<file path="config.mk">
export PLATFORM = sky130hd
export DESIGN_NAME = cr_gray_counter
export DESIGN_NICKNAME = d
export VERILOG_FILES = /design/src/rtl/cr_gray_counter.sv
export SDC_FILE = /design/constraint.sdc
export NUM_CORES = 1
export LEC_CHECK = 0
export BUFFER_PORTS_ARGS = -buffer_cell sky130_fd_sc_hd__buf_2
export CAP_MARGIN = 5
export CORE_AREA = 4 4 41 43
export CTS_CLUSTER_DIAMETER = 80
export DETAILED_ROUTE_END_ITERATION = 10
export DIE_AREA = 0 0 45 47
export PLACE_DENSITY = 0.7
export SLEW_MARGIN = 20
export SYNTH_ARGS = -nofsm -noshare
export SYNTH_HDL_FRONTEND = slang
export SYNTH_SLANG_ARGS = --single-unit
</file>
<file path="constraint.sdc">
create_clock -name clk -period 5.1 [get_ports clk]
set_input_delay 1.02 -clock clk [delete_from_list [all_inputs] [get_ports clk]]
set_output_delay 1.02 -clock clk [all_outputs]
set_load 0.01 [all_outputs]
</file>
<file path="src/rtl/cr_gray_counter.sv">
// cr_gray_counter
// Binary up/down counter with a registered Gray-code copy of the count.
// The Gray value is converted from the next binary value and captured in the
// same flop stage as the binary count, so both outputs come straight from
// flops and always agree.
//
// Next-state priority: rst, then ld, then en, then hold.
// wrap pulses for one cycle after a step that crossed all-ones <-> zero.

module cr_gray_counter #(
  parameter int p_width = 4,
  parameter int p_init  = 0
) (
  input  logic               clk,
  input  logic               rst,
  input  logic               en,
  input  logic               up,
  input  logic               ld,
  input  logic [p_width-1:0] d,
  output logic [p_width-1:0] b,
  output logic [p_width-1:0] g,
  output logic               wrap
);

  localparam logic [p_width-1:0] INIT_B   = p_width'(p_init);
  localparam logic [p_width-1:0] ALL_ONES = {p_width{1'b1}};
  localparam logic [p_width-1:0] ONE      = p_width'(1);

  function automatic logic [p_width-1:0] bin2gray(input logic [p_width-1:0] v);
    return v ^ (v >> 1);
  endfunction

  localparam logic [p_width-1:0] INIT_G = bin2gray(INIT_B);

  logic [p_width-1:0] step_b;
  logic [p_width-1:0] next_b;
  logic               step_wrap;
  logic               next_wrap;

  // Count step value and wrap detection; direction only matters when a step happens.
  always_comb begin
    step_b    = b;
    step_wrap = 1'b0;
    if (up) begin
      step_b    = b + ONE;
      step_wrap = (b == ALL_ONES);
    end else begin
      step_b    = b - ONE;
      step_wrap = (b == '0);
    end
  end

  // Non-reset next state: load beats count, count beats hold.
  always_comb begin
    next_b    = b;
    next_wrap = 1'b0;
    if (ld) begin
      next_b    = d;
      next_wrap = 1'b0;
    end else if (en) begin
      next_b    = step_b;
      next_wrap = step_wrap;
    end
  end

  // Single flop stage for binary, Gray and wrap; Gray comes from next_b, not from b.
  always_ff @(posedge clk) begin
    if (rst) begin
      b    <= INIT_B;
      g    <= INIT_G;
      wrap <= 1'b0;
    end else begin
      b    <= next_b;
      g    <= bin2gray(next_b);
      wrap <= next_wrap;
    end
  end

endmodule

</file>
# Word level (Yosys, flattened, before mapping)
# Index checks and enable logic that the tools add are counted.
dict set report word_totals {
  output_inout_bits 9
  register_bits 9
}
dict set report op_classes {
  muxes 4
  add_sub_neg 2
  eq_ne 1
  n_reduce_logical 2
  n_bitwise 2
}
# cell n
set op_table {}
lappend op_table {{2-to-1 mux 4 bit} 3}
lappend op_table {{adder 4 x 1 -> 4 bit, second input constant} 1}
lappend op_table {{== test 4 bit, second input constant} 1}
lappend op_table {{zero test 4 bit} 1}
lappend op_table {{subtractor 4 x 1 -> 4 bit, second input constant} 1}
lappend op_table {{XOR 4 x 3 -> 4 bit} 1}
lappend op_table {{OR reduction 3 bit} 1}
lappend op_table {{2-to-1 mux 1 bit} 1}
lappend op_table {{NOT 1 bit} 1}

# Longest topological paths before layout
dict set report depth {
  depth_word 5
  ltp_mapped 6
  mapped_depth_nobuf 6
}

# Worst setup path after synthesis
# Ideal clock, no wire load.
dict set report synth_timing {
  kind {input -> register}
  from {input up}
  to {register g[1]}
  setup_slack_ps 2743
  arrival_ps 2287
  path_buffers 0
  stages 6
  path_cell_list {inv_1 > fa_1 > mux2_2 > mux2i_1 > o21ai_0 > a21oi_1}
}
dict set report synth_between {
  elab_chain_cells 4
}
# item line
set synth_lines {}
lappend synth_lines {{start, declared} 17} ;# input logic up,
lappend synth_lines {{2-to-1 mux 4 bit} 44} ;# if (up) begin
lappend synth_lines {{2-to-1 mux 4 bit} 60} ;# end else if (en) begin
lappend synth_lines {{2-to-1 mux 4 bit} 57} ;# if (ld) begin
lappend synth_lines {{XOR 4 x 3 -> 4 bit} 30} ;# return v ^ (v >> 1);
lappend synth_lines {{end signal, assigned} 74} ;# g <= bin2gray(next_b);
lappend synth_lines {{end, declared} 21} ;# output logic [p_width-1:0] g,
# Every way passes these cells.
# A chain may end at the register's enable or synchronous reset.

# Worst setup path after layout
# Ends and elaborated chain as after synthesis.

==> results.json <==
{
  "run_status": "finished, final reports clean",
  "routed.top_layer": "met4",
  "yosys.cell_types.count": 31,
  "clock_path_buffers": 2,
  "most-common-layout-cells": "sky130_fd_sc_hd__buf_2 (17), sky130_fd_sc_hd__dfxtp_1 (8), sky130_fd_sc_hd__nor2_1 (6)",
  "synthesis_to_layout_area_growth_pct": 21.7,
  "start_util_pct": 37.6,
  "syn_inst": 53,
  "maximum_clock_frequency_mhz": 425,
  "path_clk_slew_ns": 0.07,
  "maxCapViolCount": 0,
  "cts_buffers": 3,
  "synthesis.nets": 65,
  "yosys_register_bits": 8,
  "worst-path-buf-inv": 2,
  "power.sequential.fraction_pct": 43.2,
  "num_vias": 450,
  "nNetsFinal": 84,
  "period_share_pct": 46.1,
  "drt_drc_violations_left": 0,
  "internal_power_mw": 0.118,
  "final_period_minus_worst_setup_slack_ns": 2.35,
  "synth-compound-area-share_pct": 15.3,
  "cp_data_arrival_time_ns": 2.55,
  "detail-route-antenna-nets": 0,
  "grt_pass1_vias": 404,
  "number_of_synthesized_flops_with_an_enable_pin": 0,
  "dp_hpwl_um": 818,
  "stdcell_area_um2": 596,
  "diodes": 0,
  "netlist.area_leader.share_pct": 32.7,
  "met2WireLength_um": 451,
  "fin_skew_ns": 0.0116,
  "power.share.combinational_pct": 26.5,
  "power.share.clock_pct": 30.3,
  "grt_setup_unrepaired": "no",
  "first_iter_violations": 1,
  "cpPeakStageDelay_ns": 0.43,
  "finalMaxSlewViolations": 0,
  "drive_above_1_share_pct": 31.4,
  "grt_remaining_overflow": 0,
  "mostFrequentLayoutCell": "sky130_fd_sc_hd__buf_2",
  "tns_ns": 0,
  "buffer_ports.inserted": 17,
  "n_fill_cell": 144,
  "timing.final.setup_violations": 0,
  "synthDominantAreaCellType": "sky130_fd_sc_hd__dfxtp_1",
  "gp_routability_congestion": 0.753,
  "met3_wirelength_um": 89,
  "max_slew_margin_pct": 72.6,
  "synthMuxAreaShare_pct": 8.44,
  "pwr_dens_nw_per_um2": 291,
  "ffs_w_async_s_r_synth_pct": 0,
  "cts.root.buffer_cell": "sky130_fd_sc_hd__clkbuf_4",
  "power.net_switching_mw": 0.0548,
  "synth-seq-area-share_pct": 32.7,
  "post_synth.cell_area_avg_um2": 9.23,
  "postCtsSetupRepairBufs": 0,
  "drt_first_pass_iters": 4,
  "die_height_um": 47,
  "cpMaxStageDelayCell": "sky130_fd_sc_hd__fa_1",
  "clock_insertion_delay_worst_skew_ns": 0.27,
  "antenna_found_initial": 0,
  "end_kind": "register",
  "die_wd_um": 45,
  "ys_top_cells_by_area": "sky130_fd_sc_hd__dfxtp_1 (33%), sky130_fd_sc_hd__mux2i_1 (6.1%), sky130_fd_sc_hd__ha_1 (5.1%), sky130_fd_sc_hd__nor2_1 (4.6%), sky130_fd_sc_hd__fa_1 (4.1%)",
  "worst_ep_required_time_ns": 5.30,
  "critical_path.cell_chain": "buf_2, inv_1, fa_1, mux2_2, mux2i_1, o21ai_0, a21oi_1",
  "die_outline_area_um2": 2120,
  "crit_path_start_kind": "input port",
  "htreeDepth": 1,
  "core_region_area_um2": 1300,
  "power.share.switching_pct": 31.7,
  "met1Wirelength_um": 515,
  "post_drt_wl_per_cell_um": 12.7,
  "critical-path-top-delay-family": "multiplexers",
  "synth_simple_gate_area_share_pct": 22.5,
  "synth-xor-area-share_pct": 5.37,
  "synth_adder_area_share_pct": 9.21,
  "grt_first_pass_wirelength_mm": 1.75,
  "wirelength_mm": 1.08,
  "gr-usage-all-layers_pct": 11.8,
  "cts_tree": "built",
  "leakagePower_nw": 0.299,
  "timing_worst_slew_pin_value_ns": 0.408,
  "hold_violation_total_from_the_final_report": 0,
  "cts_resized": 0,
  "tritoncts_num_sinks": 8,
  "cp_max_fo": 5,
  "vdd.ir_drop.worst_mv": 0.146,
  "yosysWarningCount": 0,
  "row_count": 13,
  "grt_start_max_net_pins": 12,
  "post_cts_hold_buffer_count": 0,
  "boundaryPins": 18,
  "min-delay-path-class": "register to register",
  "vias_per_cell": 5.29,
  "netlist_area_um2": 489,
  "postSynth.topFlopCell": "sky130_fd_sc_hd__dfxtp_1",
  "postPlaceCellArea_um2": 573,
  "fin_worst_hold_slack_ns": 0.718,
  "timing_worst_setup_path_type": "input port to register",
  "combinational_family_with_the_most_area_after_synthesis": "simple AND/OR/NAND/NOR gates"
}
[area by class of cell]
| type | instances | area, µm² | share of cell area, % |
|---|---|---|---|
| inverters | 3 | 11.3 | 1.89 |
| well taps | 15 | 18.8 | 3.15 |
| flip-flops and latches | 8 | 160 | 26.9 |
| clock buffers | 3 | 22.5 | 3.78 |
| repair buffers | 17 | 85.1 | 14.3 |
| multi-input cells | 39 | 298 | 50.0 |
[registers in the layout (all words and copies together), names as in the netlist]
signal and cells:
g 3, wrap 1, b 4
[final timing paths]
| check | from | end | slack (ns) | cells past startpoint |
|---|---|---|---|---|
| max | up | g[1]$_SDFF_PP0_ | 2.75 | 7 |
| min | b[2]$_SDFF_PP0_ | wrap$_SDFF_PP0_ | 0.72 | 4 |
| max reg2reg | b[0]$_SDFF_PP0_ | g[1]$_SDFF_PP0_ | 3.29 | 5 |
| min reg2reg | b[2]$_SDFF_PP0_ | wrap$_SDFF_PP0_ | 0.72 | 4 |
[worst register-to-register path: stages, from the launching register on]
cell and delay, ns:
sky130_fd_sc_hd__dfxtp_1 0.48, sky130_fd_sc_hd__fa_1 0.44, sky130_fd_sc_hd__mux2_2 0.27, sky130_fd_sc_hd__mux2i_1 0.26, sky130_fd_sc_hd__o21ai_0 0.14, sky130_fd_sc_hd__a21oi_1 0.16
[stage by stage]
stage | setup WS [ns] | utilization (%) | cells | total power [mW]
detailed placement | 2.46 | 44.0 | 82 | 0.122
floorplan | 2.74 | - | 53 | 0.108
CTS | 2.74 | 45.8 | 85 | 0.176
global route | 2.65 | 45.8 | 85 | 0.186
finish | 2.75 | 45.8 | 85 | 0.173
global placement | 2.53 | 44.0 | 82 | 0.121
[metal layers]
layer	vias to the layer above	track usage, %
met5	-	0
met4	0	8.77
met3	2	2.68
met2	20	16.4
met1	198	15.9
li1	230	-
[cell families (layout without fill, tap and decap cells)]
logic type / after synthesis / count (layout)
buffers and inverters: 6 / 23
AND/OR/NAND/NOR: 18 / 18
adder cells (fa/ha/maj): 3 / 3
multiplexers: 4 / 4
AO/OA/AOI/OAI: 11 / 11
flip-flops: 8 / 8
XOR/XNOR: 3 / 3
[power groups by stage]
| stage | clock network (mW) | logic (mW) | registers, mW |
|---|---|---|---|
| 2_1_floorplan | 0 | 0.0291 | 0.0786 |
| 3_5_place_dp | 0 | 0.0461 | 0.0760 |
| 4_1_cts | 0.0550 | 0.0464 | 0.0747 |
| 5_1_grt | 0.0587 | 0.0514 | 0.0757 |
| 6_report | 0.0525 | 0.0459 | 0.0747 |
| 3_3_place_gp | 0 | 0.0449 | 0.0760 |
[Yosys cell counts (2+ instances only)]
library cell and count:
sky130_fd_sc_hd__nor2_1 6, sky130_fd_sc_hd__dfxtp_1 8, sky130_fd_sc_hd__xnor2_1 2, sky130_fd_sc_hd__buf_4 2, sky130_fd_sc_hd__inv_1 3, sky130_fd_sc_hd__ha_1 2
sky130_fd_sc_hd__a21oi_1 3, sky130_fd_sc_hd__or3_1 2, sky130_fd_sc_hd__mux2i_1 3
(Power assumes the default switching activity.)
